--- src/rtl/regfile_arb.sv ---
// regfile_arb: two-master round-robin arbiter in front of an external
// single-port register file, with a zero-fill (INIT) sequence.
// Grants are combinational; every register-file access is registered one
// cycle after the transfer, and read data returns one cycle after that.
//
// state   | meaning
// --------+-------------------------------------------------------------
// ST_IDLE | arbitrate m0/m1, issue one access per transfer
// ST_INIT | write zero to addresses 0..DATA_D-1, one per cycle, no grants

module regfile_arb #(
    parameter int DATA_W = 32,
    parameter int ADDR_W = 5,
    parameter int DATA_D = 32
) (
    input  logic              clk,
    input  logic              reset_,
    input  logic              init_,
    input  logic              m0_req_,
    input  logic              m0_we_,
    input  logic [ADDR_W-1:0] m0_addr,
    input  logic [DATA_W-1:0] m0_wdata,
    input  logic              m1_req_,
    input  logic              m1_we_,
    input  logic [ADDR_W-1:0] m1_addr,
    input  logic [DATA_W-1:0] m1_wdata,
    output logic              m0_gnt_,
    output logic              m1_gnt_,
    output logic              m0_rvalid,
    output logic              m1_rvalid,
    output logic [DATA_W-1:0] m0_rdata,
    output logic [DATA_W-1:0] m1_rdata,
    output logic [ADDR_W-1:0] rf_addr,
    output logic [DATA_W-1:0] rf_d_in,
    output logic              rf_we_,
    input  logic [DATA_W-1:0] rf_d_out,
    output logic              busy
);

    typedef enum logic {
        ST_IDLE = 1'b0,
        ST_INIT = 1'b1
    } state_t;

    localparam int              CNT_W   = ADDR_W + 1;
    localparam logic [CNT_W-1:0] CNT_END = CNT_W'(DATA_D);

    state_t            state, state_nxt;
    logic              rr, rr_nxt;
    logic [CNT_W-1:0]  cnt, cnt_nxt;
    logic [ADDR_W-1:0] addr_nxt;
    logic [DATA_W-1:0] din_nxt;
    logic              we_nxt;
    logic              rd0_pend, rd1_pend;
    logic              rd0_nxt, rd1_nxt;
    logic              xfer0, xfer1;

    assign busy  = (state == ST_INIT);
    assign xfer0 = ~m0_req_ & ~m0_gnt_;
    assign xfer1 = ~m1_req_ & ~m1_gnt_;

    // Grant: only in IDLE, out of reset, and not while init_ is being taken.
    // m0 wins if it is alone or rr points at it; otherwise m1 if requesting.
    always_comb begin
        m0_gnt_ = 1'b1;
        m1_gnt_ = 1'b1;
        if (reset_ && (state == ST_IDLE) && init_) begin
            if (!m0_req_ && (m1_req_ || !rr)) begin
                m0_gnt_ = 1'b0;
            end else if (!m1_req_) begin
                m1_gnt_ = 1'b0;
            end
        end
    end

    // Next-state, round-robin pointer, fill counter and register-file access.
    always_comb begin
        state_nxt = state;
        rr_nxt    = rr;
        cnt_nxt   = cnt;
        addr_nxt  = rf_addr;
        din_nxt   = rf_d_in;
        we_nxt    = 1'b1;
        rd0_nxt   = 1'b0;
        rd1_nxt   = 1'b0;
        case (state)
            ST_IDLE: begin
                if (!init_) begin
                    state_nxt = ST_INIT;
                    cnt_nxt   = '0;
                end else if (xfer0) begin
                    addr_nxt = m0_addr;
                    din_nxt  = m0_wdata;
                    we_nxt   = m0_we_;
                    rd0_nxt  = m0_we_;
                    rr_nxt   = 1'b1;
                end else if (xfer1) begin
                    addr_nxt = m1_addr;
                    din_nxt  = m1_wdata;
                    we_nxt   = m1_we_;
                    rd1_nxt  = m1_we_;
                    rr_nxt   = 1'b0;
                end
            end
            ST_INIT: begin
                addr_nxt = cnt[ADDR_W-1:0];
                din_nxt  = '0;
                we_nxt   = 1'b0;
                cnt_nxt  = cnt + 1'b1;
                // The counter is one bit wider than the address so the last
                // write is recognised without wrapping into a second pass.
                if (cnt_nxt == CNT_END) begin
                    state_nxt = ST_IDLE;
                    rr_nxt    = 1'b0;
                end
            end
            default: begin
                state_nxt = ST_IDLE;
            end
        endcase
    end

    // State, pointer and fill counter.
    always_ff @(posedge clk or negedge reset_) begin
        if (!reset_) begin
            state <= ST_IDLE;
            rr    <= 1'b0;
            cnt   <= '0;
        end else begin
            state <= state_nxt;
            rr    <= rr_nxt;
            cnt   <= cnt_nxt;
        end
    end

    // Registered register-file access port.
    always_ff @(posedge clk or negedge reset_) begin
        if (!reset_) begin
            rf_addr <= '0;
            rf_d_in <= '0;
            rf_we_  <= 1'b1;
        end else begin
            rf_addr <= addr_nxt;
            rf_d_in <= din_nxt;
            rf_we_  <= we_nxt;
        end
    end

    // Read return: capture rf_d_out one cycle after the read was issued.
    always_ff @(posedge clk or negedge reset_) begin
        if (!reset_) begin
            rd0_pend  <= 1'b0;
            rd1_pend  <= 1'b0;
            m0_rvalid <= 1'b0;
            m1_rvalid <= 1'b0;
            m0_rdata  <= '0;
            m1_rdata  <= '0;
        end else begin
            rd0_pend  <= rd0_nxt;
            rd1_pend  <= rd1_nxt;
            m0_rvalid <= rd0_pend;
            m1_rvalid <= rd1_pend;
            if (rd0_pend) begin
                m0_rdata <= rf_d_out;
            end
            if (rd1_pend) begin
                m1_rdata <= rf_d_out;
            end
        end
    end

endmodule

--- config.mk ---
export PLATFORM = sky130hd
export DESIGN_NAME = regfile_arb
export DESIGN_NICKNAME = d
export VERILOG_FILES = /design/src/rtl/regfile_arb.sv
export SDC_FILE = /design/constraint.sdc
export NUM_CORES = 1
export LEC_CHECK = 0
export CORE_MARGIN = 3
export CORE_UTILIZATION = 40
export CTS_CLUSTER_DIAMETER = 30
export DETAILED_ROUTE_END_ITERATION = 8
export PLACE_DENSITY = 0.76
export REMOVE_ABC_BUFFERS = 1
export SETUP_SLACK_MARGIN = 0.5
export SLEW_MARGIN = 15
export SYNTH_ARGS = -nofsm -noshare
export SYNTH_HDL_FRONTEND = slang
export SYNTH_SLANG_ARGS = --single-unit
--- constraint.sdc ---
create_clock -name clk -period 1.8 [get_ports clk]
set_input_delay 0.45 -clock clk [delete_from_list [all_inputs] [get_ports clk]]
set_output_delay 0.45 -clock clk [all_outputs]
set_load 0.05 [all_outputs]
Yosys cells after proc, flatten, opt, wreduce, memory -nomap -nowiden
Index checks and enable logic that the tools add are counted.

word-level totals
  register bits = 114
  input port bits = 113
  output and inout bits = 107
  logic and storage cells = 67

operators by class
  $add $sub $neg = 1
  eq/ne operators = 5
  muxes and demuxes = 34
  bitwise operators = 7
  reductions and logical operators = 8

operator list
  kind                                                   number
  two-way mux 32 bit                                     3
  case mux 32 bit (2 select lines)                       1
  two-way mux 1 bit                                      21
  two-way mux 5 bit                                      3
  case mux 6 bit (2 select lines)                        1
  case mux 5 bit (2 select lines)                        1
  adder 6 x 1 -> 6 bit, second input constant            1
  equality test 6 bit, second input constant             1
  two-way mux 6 bit                                      1
  case mux 1 bit (2 select lines)                        3
  inverter 1 bit                                         5
  inequality test 2 bit, second input constant           2
  logical AND 1 bit                                      3
  inequality test 3 bit, second input constant           1
  AND reduction 3 bit                                    1
  bitwise AND 1 bit                                      2
  logical NOT 1 bit                                      2
  inequality test 2 x 1 -> 1 bit, second input constant  1
  AND reduction 2 bit                                    1
  logical OR 1 bit                                       1

Longest topological paths before layout
Gate-level depths: netlist of run 1.

  depth in word-level cells = 11
  depth in mapped cells = 7
  depth with buffers taken out = 5

Worst setup path before layout of run 1
No wires, ideal clock.

  kind = reg2out
  start = register state (netlist: busy)
  end = output m1_gnt_
  data arrival time = 1,622 ps
  required time = 1,350 ps
  setup slack = -272 ps
  cell stages (with the launch flop) = 5
  path buffers = 2
  path through = dfrtp_1 and3b_1 buf_4 buf_2 o211ai_1

on the way
  longest elaborated chain between the ends = 4

ends and longest elaborated chain
  element                          line  RTL
  start, declared                  48    state_t state, state_nxt;
  start signal, assigned           130   state <= state_nxt;
  inverter 1 bit                   --
  logical AND 1 bit (2 in series)  67    if (reset_ && (state == ST_IDLE) && init_) begin
  two-way mux 1 bit                67
  end, declared                    28    output logic m1_gnt_,

Every way passes these cells.

Worst setup path after layout of run 1
  start = register state (netlist: busy)
  end = output m0_gnt_

on the way
  longest elaborated chain between the ends = 4

ends and longest elaborated chain
  element                          line  RTL
  inverter 1 bit                   --
  logical AND 1 bit (2 in series)  67
  two-way mux 1 bit                67
  end, declared                    27    output logic m0_gnt_,

Every way passes these cells.

==> results of run 1 <==
[logic make-up after synthesis]
| family | count (synthesis) |
|---|---|
| xor+xnor | 1 |
| simple gates | 99 |
| buf+inv | 73 |
| mux | 67 |
| flops | 114 |
| fa+ha+maj | 1 |
| compound gates | 55 |
[metal layers]
metal  global-route usage, %  routed length, µm  part of all wire (%)  vias to the layer above
li1                        -                  -                     -                     2062
met1                    29.6               7170                    39                     2369
met2                    40.9               9450                    51                      243
met3                    7.17               1620                   8.7                       29
met4                    8.80                374                   2.0                        0
met5                       0                  0                     0                        -
[what timing repair did]
action / CTS / global route
hold buffers: 0 / 0
setup buffers: 31 / 27
pin swaps: 8 / 8
resized for setup: 149 / 38
endpoints found under the setup margin: 152 / 166
cloned: 5 / 1
endpoints found under the hold margin: 0 / 0
[state kept, by name, indices dropped and copies added (netlist names)]
register / cells
m0_rdata: 32
m1_rdata: 32
rf_d_in: 32
cnt: 6
rf_addr: 5
busy: 1
m0_rvalid: 1
m1_rvalid: 1
rd0_pend: 1
rd1_pend: 1
rf_we_: 1
rr: 1
[worst max path at each step]
stage	from	endpoint	cells past startpoint
global route	busy	m1_gnt_	3
detailed placement	m1_req_	m0_gnt_	5
floorplan	busy	m0_gnt_	3
finish	busy	m0_gnt_	4
global placement	m1_req_	m0_gnt_	5
CTS	rr	m0_gnt_	4
[cells in the final DEF, fill, tap and decap left out, drive strengths merged, types with 2 or more instances in the layout]
master / synthesis / layout
buf: 24 / 194
dfrtp: 113 / 113
clkdlybuf4s50: 0 / 108
mux2: 65 / 65
nand2: 48 / 48
inv: 39 / 42
nand4: 33 / 33
o311ai: 32 / 32
clkbuf: 10 / 19
bufinv: 0 / 6
a31oi: 5 / 5
nor2b: 5 / 5
a21oi: 5 / 5
nor2: 4 / 4
a211oi: 4 / 4
clkinv: 0 / 4
nand3: 4 / 4
dlygate4sd2: 0 / 3
o21ai: 3 / 3
bufbuf: 0 / 2
and2: 1 / 2
mux2i: 2 / 2
[power groups by stage]
| stage | registers (mW) | clock network (mW) | logic (mW) |
|---|---|---|---|
| floorplan | 4.68 | 0 | 0.669 |
| global placement | 3.35 | 0 | 3.18 |
| detailed placement | 3.38 | 0 | 3.22 |
| CTS | 3.37 | 3.96 | 3.83 |
| global route | 3.47 | 4.12 | 4.29 |
| finish | 3.42 | 3.94 | 4.12 |
[critical path, cell delays in order (launching register included)]
cell and delay (ps):
dfrtp_2 410, nor2_1 90, and4_4 270, inv_4 60, buf_8 150
[per-stage QoR]
| stage | hold slack [ps] | setup TNS [ps] |
|---|---|---|
| after floorplan | 154 | -79040 |
| after global placement | 471 | -9450 |
| after detailed placement | 477 | -9890 |
| after CTS | 189 | -86.2 |
| after global routing | 208 | -210 |
| final | 179 | -42.1 |
[cells in the mapped netlist (4+ instances only)]
cell	count	area [µm²]
clkbuf_1	10	37.5
inv_1	38	143
nand2_1	48	180
dfrtp_1	113	2830
a21oi_1	5	25.0
buf_2	15	75.1
mux2_1	5	56.3
o311ai_2	29	472
nand4_1	33	206
buf_6	4	45.0
nor2b_1	5	31.3
a31oi_1	5	31.3
nor2_1	4	15.0
nand3_1	4	20.0
mux2_2	60	676
a211oi_2	4	50.1
[cell type report]
type                    count  share of cell area [%]
flip-flops and latches    114                    30.3
multi-input cells         224                    24.0
repair buffers            308                    34.5
clock inverters            14                    2.64
clock buffers              18                    4.66
well taps                 168                    2.23
inverters                  39                    1.58
==> metrics.csv, run 1 <==
stage,metric,value,unit
outcome,violations,setup timing,
finish,design_area,0.00943,mm²
yosys,syn_avg_cell_area,12.5,µm²
floorplanning,dieArea,0.0142,mm²
finish,nFillCells,699,
worst_hold_path,hold_path.class,input pin to asynchronous set/reset pin,
critical_path,cp.arrival,1380,ps
floorplanning,die_h,119,µm
floorplanning,row_count,40,
yosys,synth_xor_xnor_area_share,0.171,%
global_routing,track_usage,24.3,%
power,vdd_drop_max,0.707,mV
power,sequentialPowerShare,29.8,%
critical_path,cp.required,1350,ps
placed_design,dp_hpwl,10700,µm
placed_design,dp_cells,789,
global_routing,grt_pass1_vias,4879,
floorplanning,start_util,41.9,%
critical_path,r2r_end,rf_d_in[7],
power,power_density,1220,mW/mm²
finish,antenna-diode-count,0,
drt,wl_per_cell,21.0,µm
timing,finClkSkew,9.55,ps
critical_path,reg2reg_from,busy,
floorplanning,core,0.0123,mm²
drt,via_per_inst,5.31,
clock_network,cts_buffer_depth,2,
drt,num_vias,4703,
yosys,synth_compound_area_share,13.2,%
critical_path,path_class,register to output port,
power,pwr-share-clk,34.3,%
critical_path,startpoint_type,register,
flow_run,cap_violations,0,
timing,rsz0062_at_grt,yes,
clock_network,insertion_delay,410,ps
finish,fin_nets,818,
timing,tightest_slew,902,ps
critical_path,r2r_cells,6,
finish,final_cells,885,
global_routing,grt-ovfl-total,0,
drt,totalWireLength,18600,µm
yosys,synth_top_family_by_area,multiplexers,
clock_network,cts_tree,built,
yosys,ys_types,38,
placed_design,gp_congestion,0.795,
critical_path,reg2reg_slack,210,ps
floorplanning,die_x,119,µm
clock_network,htree_levels,4,
finish,final_core_util,76.9,%
drt,drt_iter0_drc,308,
power,leakage,4.31,nW
yosys,synth-seq-cells,114,
yosys,synth-simple-area-share,9.58,%
timing,setup_violations,2,
timing,fin_crit_sh,102,%
drt,drtPass1Iterations,5,
placed_design,dpl_cell_area,0.00735,mm²
yosys,seq_area_frac_synth,55.6,%
yosys,synth_cells,410,
finish,drive_above_1_share,49.5,%
timing,hold_viol,0,
critical_path,cp-end-kind,output port,
timing,period_needed,1830,ps
timing,relSlewSlack,39.9,%
outcome,status,finished with violations,
floorplanning,io_pins,220,
yosys,synth-edff-count,0,
timing,fin_ws,-32.7,ps
clock_network,clk_pin_slew,60,ps
clock_network,cts.sinks,114,
yosys,synthAdderAreaFrac,0.244,%
yosys,synth_ff_type,dfrtp_1,
timing,fmax,546,MHz
global_routing,grt_pass1_wl,27100,µm
power,p_int,7.49,mW
finish,syn2layout_area_growth,83.6,%
global_routing,antenna_found_initial,0,
clock_network,cts-root-buf,clkbuf_16,
drt,drc,0,
yosys,yosys_warnings,0,
critical_path,worstPathMaxFanout,3,
finish,seqCellArea,0.00286,mm²
clock_network,cts_buffers,17,
placed_design,io_buffer_count,219,
yosys,synth_area,0.00513,mm²
placed_design,dp_slack,-294,ps
drt,drt.antenna.violating_nets,0,
power,p_switching,3.99,mW
yosys,synth_mux_area_share,14.6,%
power,pwr-share-comb,35.9,%
power,p_total,11.5,mW
yosys,async_flop_share,100,%
finish,multiInputGateArea,0.00227,mm²
power,p_sw_share,34.7,%
global_routing,grt_max_degree,74,
timing,slew_violations,0,
Power figures use the tool's default switching activity.
==> run 2: changes to the inputs <==
--- a/config.mk
+++ b/config.mk
@@ -5,11 +5,14 @@
 export SDC_FILE = /design/constraint.sdc
 export NUM_CORES = 1
 export LEC_CHECK = 0
+export CELL_PAD_IN_SITES_DETAIL_PLACEMENT = 2
+export CELL_PAD_IN_SITES_GLOBAL_PLACEMENT = 2
 export CORE_MARGIN = 3
-export CORE_UTILIZATION = 40
+export CORE_UTILIZATION = 26
 export CTS_CLUSTER_DIAMETER = 30
 export DETAILED_ROUTE_END_ITERATION = 8
-export PLACE_DENSITY = 0.76
+export PLACE_DENSITY_LB_ADDON = 0.1
+export RECOVER_POWER = 100
 export REMOVE_ABC_BUFFERS = 1
 export SETUP_SLACK_MARGIN = 0.5
 export SLEW_MARGIN = 15
==> run 2 against run 1 <==
Compared with the run above: the flow still finishes with violations (setup timing); count of clock-buffer cells in the layout up 2; hold slack improved by 130 ps; clock skew grew 3.4 ps; global-route usage fell by 4.6 points; clock power decreased by 14%; total power fell by 4.1%; die area rose by 51%; core utilization down 27 points; worst setup slack worse by 57 ps; critical endpoint is now rf_d_in[15]; highest routed layer unchanged.
==> metrics.csv, run 2 (synthesis results as in run 1) <==
stage,metric,value,unit,change
finish,design_area,0.00953,mm²,+1.1%
drt,drtPass1Iterations,4,,-1
timing,fin_ws,-90.1,ps,-57.3 ps
floorplanning,dieArea,0.0215,mm²,+51%
critical_path,path_class,register to register,,
clock_network,cts.sinks,114,,unchanged
floorplanning,row_count,50,,+25%
finish,antenna-diode-count,0,,unchanged
critical_path,cpMaxStageDelayCell,dfrtp_2,,
floorplanning,die_h,147,µm,+23%
finish,drive_above_1_share,48.0,%,-1.5 points
timing,period_needed,1890,ps,+57.3 ps
critical_path,critPathTopFamily,buffers and inverters,,
critical_path,worstPathMaxFanout,8,,+5
floorplanning,io_pins,220,,unchanged
floorplanning,core,0.0191,mm²,+56%
clock_network,cts_buffers,17,,unchanged
timing,rsz0062_at_grt,yes,,
finish,final_common_cell,buf_6,,
floorplanning,die_x,147,µm,+23%
placed_design,gp_congestion,0.750,,-5.6%
finish,final_cells,975,,+10%
clock_network,clk_pin_slew,60,ps,about the same
placed_design,dp_cells,881,,+12%
power,power_density,1150,mW/mm²,-5.1%
drt,num_vias,4546,,-3.3%
floorplanning,start_util,26.9,%,-15 points
timing,setup_violations,40,,+38
worst_hold_path,hold_path.class,input pin to asynchronous set/reset pin,,
timing,fin_setup_tns,-2010,ps,-1970 ps
critical_path,startpoint_type,register,,
critical_path,r2r_cells,9,,+3
timing,relSlewSlack,23.1,%,-17 points
timing,tightest_slew,1150,ps,+252 ps
finish,final_core_util,49.9,%,-27 points
clock_network,htree_levels,4,,unchanged
placed_design,dpl_cell_area,0.00751,mm²,+2.2%
power,leakage,4.22,nW,-2.0%
finish,reg_top3,"m0_rdata (32), m1_rdata (32), rf_d_in (32)",,
timing,fmax,529,MHz,-3.0%
drt,drt.antenna.violating_nets,0,,unchanged
clock_network,cts_tree,built,,
timing,finClkSkew,12.9,ps,+3.39 ps
drt,drc,0,,unchanged
power,p_total,11.0,mW,-4.1%
drt,totalWireLength,21800,µm,+17%
global_routing,grt_pass1_vias,5314,,+8.9%
placed_design,dp_hpwl,13100,µm,+23%
timing,slew_violations,0,,unchanged
finish,syn2layout_area_growth,85.6,%,
finish,fin_nets,816,,-0.24%
critical_path,cp.arrival,2200,ps,+820 ps
clock_network,insertion_delay,410,ps,about the same
power,vdd_drop_max,0.571,mV,-19%
global_routing,antenna_found_initial,0,,unchanged
timing,hold_viol,0,,unchanged
clock_network,cts-root-buf,clkbuf_16,,
outcome,violations,setup timing,,
global_routing,grt_max_degree,82,,+11%
timing,fin_crit_sh,105,%,+3.2 points
global_routing,grt_pass1_wl,32900,µm,+21%
critical_path,cp.required,2110,ps,+760 ps
critical_path,cp-end-kind,register,,
global_routing,track_usage,19.7,%,-4.6 points
critical_path,cp_num_cells,9,,+5
clock_network,cts_buffer_depth,2,,unchanged
critical_path,reg2reg_slack,-90,ps,-300 ps
drt,drt_iter0_drc,98,,-68%
finish,final_cell_mix,"buf_6 (114), dfrtp_1 (109), clkdlybuf4s50_1 (108)",,
critical_path,critPathMaxStageDelay,400,ps,about the same
critical_path,crit_buf_inv,6,,+4
flow_run,cap_violations,0,,unchanged
placed_design,io_buffer_count,219,,unchanged
drt,via_per_inst,4.66,,-12%
critical_path,path_cells,"and3b_2, buf_4, buf_6, buf_6, buf_6, and2_4, buf_6, buf_16, o311ai_4",,
critical_path,cp_common_cell,buf_6,,
drt,wl_per_cell,22.4,µm,+6.4%
global_routing,grt-ovfl-total,0,,unchanged
outcome,status,finished with violations,,
finish,nFillCells,1825,,+160%
clock_network,hold_buffers,0,,unchanged
## run 2: cell types whose count changed in the layout (fill, tap and decap cells not counted), sizes merged
cell / before / now
clkinvlp: 1 / 5
bufbuf: 2 / 1
clkinv: 4 / 3
bufinv: 6 / 2
clkbuf: 19 / 25
inv: 42 / 41
and2: 2 / 1
buf: 194 / 190
## run 2: final timing paths
kind,end,startpoint
setup / recovery,rf_d_in[15],busy
hold / removal,busy,reset_
setup reg to reg,rf_d_in[15],busy
hold reg to reg,m0_rdata[0],m0_rdata[0]
max in group asynchronous,m1_rdata[25],reset_
min in group clk,m0_rdata[0],m0_rdata[0]
## run 2: metal layers
| metal | track usage (%) | wire (µm) |
|---|---|---|
| met2 | 34.1 | 11300 |
| met4 | 5.08 | 191 |
| met3 | 6.24 | 1480 |
| met1 | 23.9 | 8830 |
| met5 | 0 | 0 |
## run 2: power breakdown
part           switching (mW)  total [mW]  internal [mW]
combinational            2.38        4.18           1.80
sequential              0.410        3.44           3.03
clock                    1.28        3.39           2.11
total                    4.07        11.0           6.94
## run 2: what timing repair did
item | 4_1_cts | 5_1_grt
cloned | 4 | 0
buffers inserted | 31 | 27
gates resized for setup | 168 | 23
pin swaps | 12 | 5
endpoints found under the setup margin | 154 | 153
## run 2: worst reg2reg max path, stage by stage, from the launching register on
cell and delay, ps:
dfrtp_2 400, and3b_2 230, buf_4 140, buf_6 110, buf_6 110, buf_6 100
and2_4 180, buf_6 140, buf_16 150, o311ai_4 250
## run 2: layout make-up
| cell class | count | area (µm²) | area share, % |
|---|---|---|---|
| tap | 260 | 325 | 3.41 |
| clock buffer | 20 | 457 | 4.79 |
| timing repair buffer | 307 | 3240 | 34.0 |
| sequential | 114 | 2860 | 30.0 |
| multi-input combinational | 223 | 2370 | 24.8 |
| inverter | 39 | 149 | 1.56 |
| clock inverter | 12 | 130 | 1.37 |
## run 2: metrics by stage
stage               setup slack (ps)  hold slack [ps]
floorplan                      -1810              154
global placement                -168              469
detailed placement              -213              487
CTS                             -101              117
global route                    -125              391
finish                         -90.1              305
==> run 3: changes to the inputs <==
--- a/config.mk
+++ b/config.mk
@@ -8,7 +8,7 @@
 export CELL_PAD_IN_SITES_DETAIL_PLACEMENT = 2
 export CELL_PAD_IN_SITES_GLOBAL_PLACEMENT = 2
 export CORE_MARGIN = 3
-export CORE_UTILIZATION = 26
+export CORE_UTILIZATION = 28
 export CTS_CLUSTER_DIAMETER = 30
 export DETAILED_ROUTE_END_ITERATION = 8
 export PLACE_DENSITY_LB_ADDON = 0.1
==> constraint.sdc (replaced) <==
create_clock -name clk -period 2.4 [get_ports clk]
set_input_delay 0.6 -clock clk [delete_from_list [all_inputs] [get_ports clk]]
set_output_delay 0.6 -clock clk [all_outputs]
set_load 0.05 [all_outputs]
==> run 3 against run 2 <==
Compared with the run above: critical path depth decreased by 5; count of clock-buffer cells in the layout is 2 lower; flip-flop and latch count unchanged; the flow now finishes without violations; sequential power fell by 27%; total power fell by 31%; wire length shrank 12%; non-clock buffer count fell by 58; first-iteration DRC count up 57%; largest power group is now clock; sequential share of layout area increased by 7.9 points; final cell count down 9.5%.
==> metrics.csv, run 3 (synthesis results as in run 1) <==
stage,metric,value,unit,change
drt,num_vias,4308,,-5.2%
drt,wl_per_cell,21.7,µm,-3.3%
timing,fmax,455,MHz,
power,leakage,3.19,nW,-24%
clock_network,htree_levels,4,,unchanged
global_routing,grt_pass1_wl,29700,µm,-9.6%
placed_design,dp_cells,838,,-4.9%
placed_design,io_buffer_count,219,,unchanged
finish,design_area,0.00753,mm²,-21%
finish,reg_top3,"m0_rdata (32), m1_rdata (32), rf_d_in (32)",,
critical_path,cp.required,1800,ps,-310 ps
critical_path,path_cells,"clkbuf_1, and4_1, inv_4, clkbuf_2",,
worst_hold_path,holdPathStages,1,,
critical_path,reg2reg_from,busy,,
clock_network,cts_tree,built,,
drt,drt_iter0_drc,154,,+57%
floorplanning,die_h,141,µm,-3.5%
global_routing,antenna_found_initial,1,,+1
clock_network,cts.sinks,114,,unchanged
critical_path,reg2reg_slack,310,ps,+400 ps
critical_path,startpoint_type,input pin,,
critical_path,cp-startpoint,reset_,,
global_routing,grt-ovfl-total,0,,unchanged
timing,finClkSkew,5.65,ps,-7.29 ps
timing,period_needed,2200,ps,
timing,setup_violations,0,,-100%
power,p_total,7.55,mW,-31%
critical_path,cp-end-kind,output port,,
critical_path,cp.arrival,1600,ps,-600 ps
drt,drtPass1Iterations,4,,unchanged
outcome,status,finished clean,,
drt,drt.antenna.violating_nets,0,,unchanged
worst_hold_path,hold_path.class,register to register,,
clock_network,insertion_delay,410,ps,about the same
worst_hold_path,holdPathEnd,m0_rdata[24],,
global_routing,grt_pass1_vias,5004,,-5.8%
clock_network,clk_pin_slew,60,ps,about the same
clock_network,cts_buffers,17,,unchanged
finish,syn2layout_area_growth,46.7,%,
floorplanning,die_x,141,µm,-3.5%
finish,drive_above_1_share,20.7,%,-27 points
worst_hold_path,hp-start,m0_rdata[24],,
critical_path,path_class,input pin to output port,,
floorplanning,core,0.0176,mm²,-7.8%
timing,tightest_slew,1090,ps,-60.6 ps
timing,fin_crit_sh,91.5,%,
finish,final_cells,882,,-9.5%
timing,hold_viol,0,,unchanged
finish,antenna-diode-count,0,,unchanged
placed_design,dp_hpwl,12800,µm,-2.7%
critical_path,cpMaxStageDelayCell,and4_1,,
drt,drc,0,,unchanged
placed_design,dpl_cell_area,0.00758,mm²,+0.88%
critical_path,critPathMaxStageDelay,370,ps,-30 ps
timing,rsz0062_at_grt,yes,,
floorplanning,row_count,48,,-4.0%
clock_network,cts_buffer_depth,2,,unchanged
critical_path,r2r_cells,6,,-3
drt,totalWireLength,19100,µm,-12%
drt,via_per_inst,4.88,,+4.8%
finish,final_common_cell,dfrtp_1,,
floorplanning,start_util,29.2,%,+2.3 points
finish,final_cell_mix,"dfrtp_1 (112), clkdlybuf4s50_1 (108), clkbuf_1 (95)",,
global_routing,track_usage,19.1,%,-0.58 points
placed_design,gp_congestion,0.765,,+2.0%
power,vdd_drop_max,0.396,mV,-31%
flow_run,cap_violations,0,,unchanged
global_routing,grt_max_degree,77,,-6.1%
timing,relSlewSlack,27.1,%,+4.0 points
timing,slew_violations,0,,unchanged
clock_network,cts-root-buf,clkbuf_16,,
floorplanning,dieArea,0.0200,mm²,-6.9%
finish,fin_nets,758,,-7.1%
power,power_density,1000,mW/mm²,-13%
critical_path,r2r_end,rf_d_in[7],,
floorplanning,io_pins,220,,unchanged
critical_path,worstPathMaxFanout,5,,-3
==> run 3: where the power goes <==
group          switching [mW]  leakage (nW)  total (mW)  internal (mW)
combinational            1.54          1.34        2.19          0.655
clock                   0.975         0.313        2.84           1.86
sequential              0.256          1.54        2.52           2.26
==> run 3: critical path: cells and delay by family <==
| family | cells | cell delay (ps) |
|---|---|---|
| buffers and inverters | 3 | 620 |
| and+or+nand+nor | 1 | 370 |
==> run 3: routing by layer <==
layer | share of wire, % | track usage, % | vias to the layer above
li1 | - | - | 1935
met1 | 44 | 24.3 | 2182
met2 | 48 | 31.4 | 170
met3 | 7.4 | 6.64 | 19
met4 | 1.3 | 5.00 | 2
met5 | 0.047 | 0 | -
==> run 3: cell type report <==
type / instances / area, µm²
fillers: 1843 / 10100
flip-flops and latches: 114 / 2860
repair buffers: 249 / 1840
multi-input cells: 223 / 1750
clock buffers: 18 / 429
well taps: 225 / 282
clock inverters: 14 / 226
inverters: 39 / 149
==> run 3: worst max path at each step <==
| stage | end | slack (ps) |
|---|---|---|
| 2_1_floorplan | m0_gnt_ | -1360 |
| 3_3_place_gp | rf_d_in[8] | 20 |
| 3_5_place_dp | rf_d_in[10] | -40 |
| 4_1_cts | m0_gnt_ | 330 |
| 5_1_grt | m0_gnt_ | 160 |
| 6_report | m0_gnt_ | 200 |
==> run 3: through the flow <==
| stage | setup TNS, ps | hold slack [ps] | setup WS, ps | util, % |
|---|---|---|---|---|
| 6_report | 0 | 492 | 204 | 42.8 |
| 2_1_floorplan | -49060 | 304 | -1360 | - |
| 3_3_place_gp | 0 | 416 | 23.5 | 43.1 |
| 4_1_cts | 0 | 341 | 327 | 47.7 |
| 5_1_grt | 0 | 524 | 164 | 42.8 |
| 3_5_place_dp | -172 | 422 | -39.9 | 43.1 |
==> run 3: what timing repair did <==
item                                    4_1_cts  5_1_grt
setup buffers                                10        1
pin swaps                                     4        4
cloned                                        0        0
endpoints found under the setup margin      140       55
endpoints found under the hold margin         2        0
hold buffers                                  1        0
resized for setup                           257       61
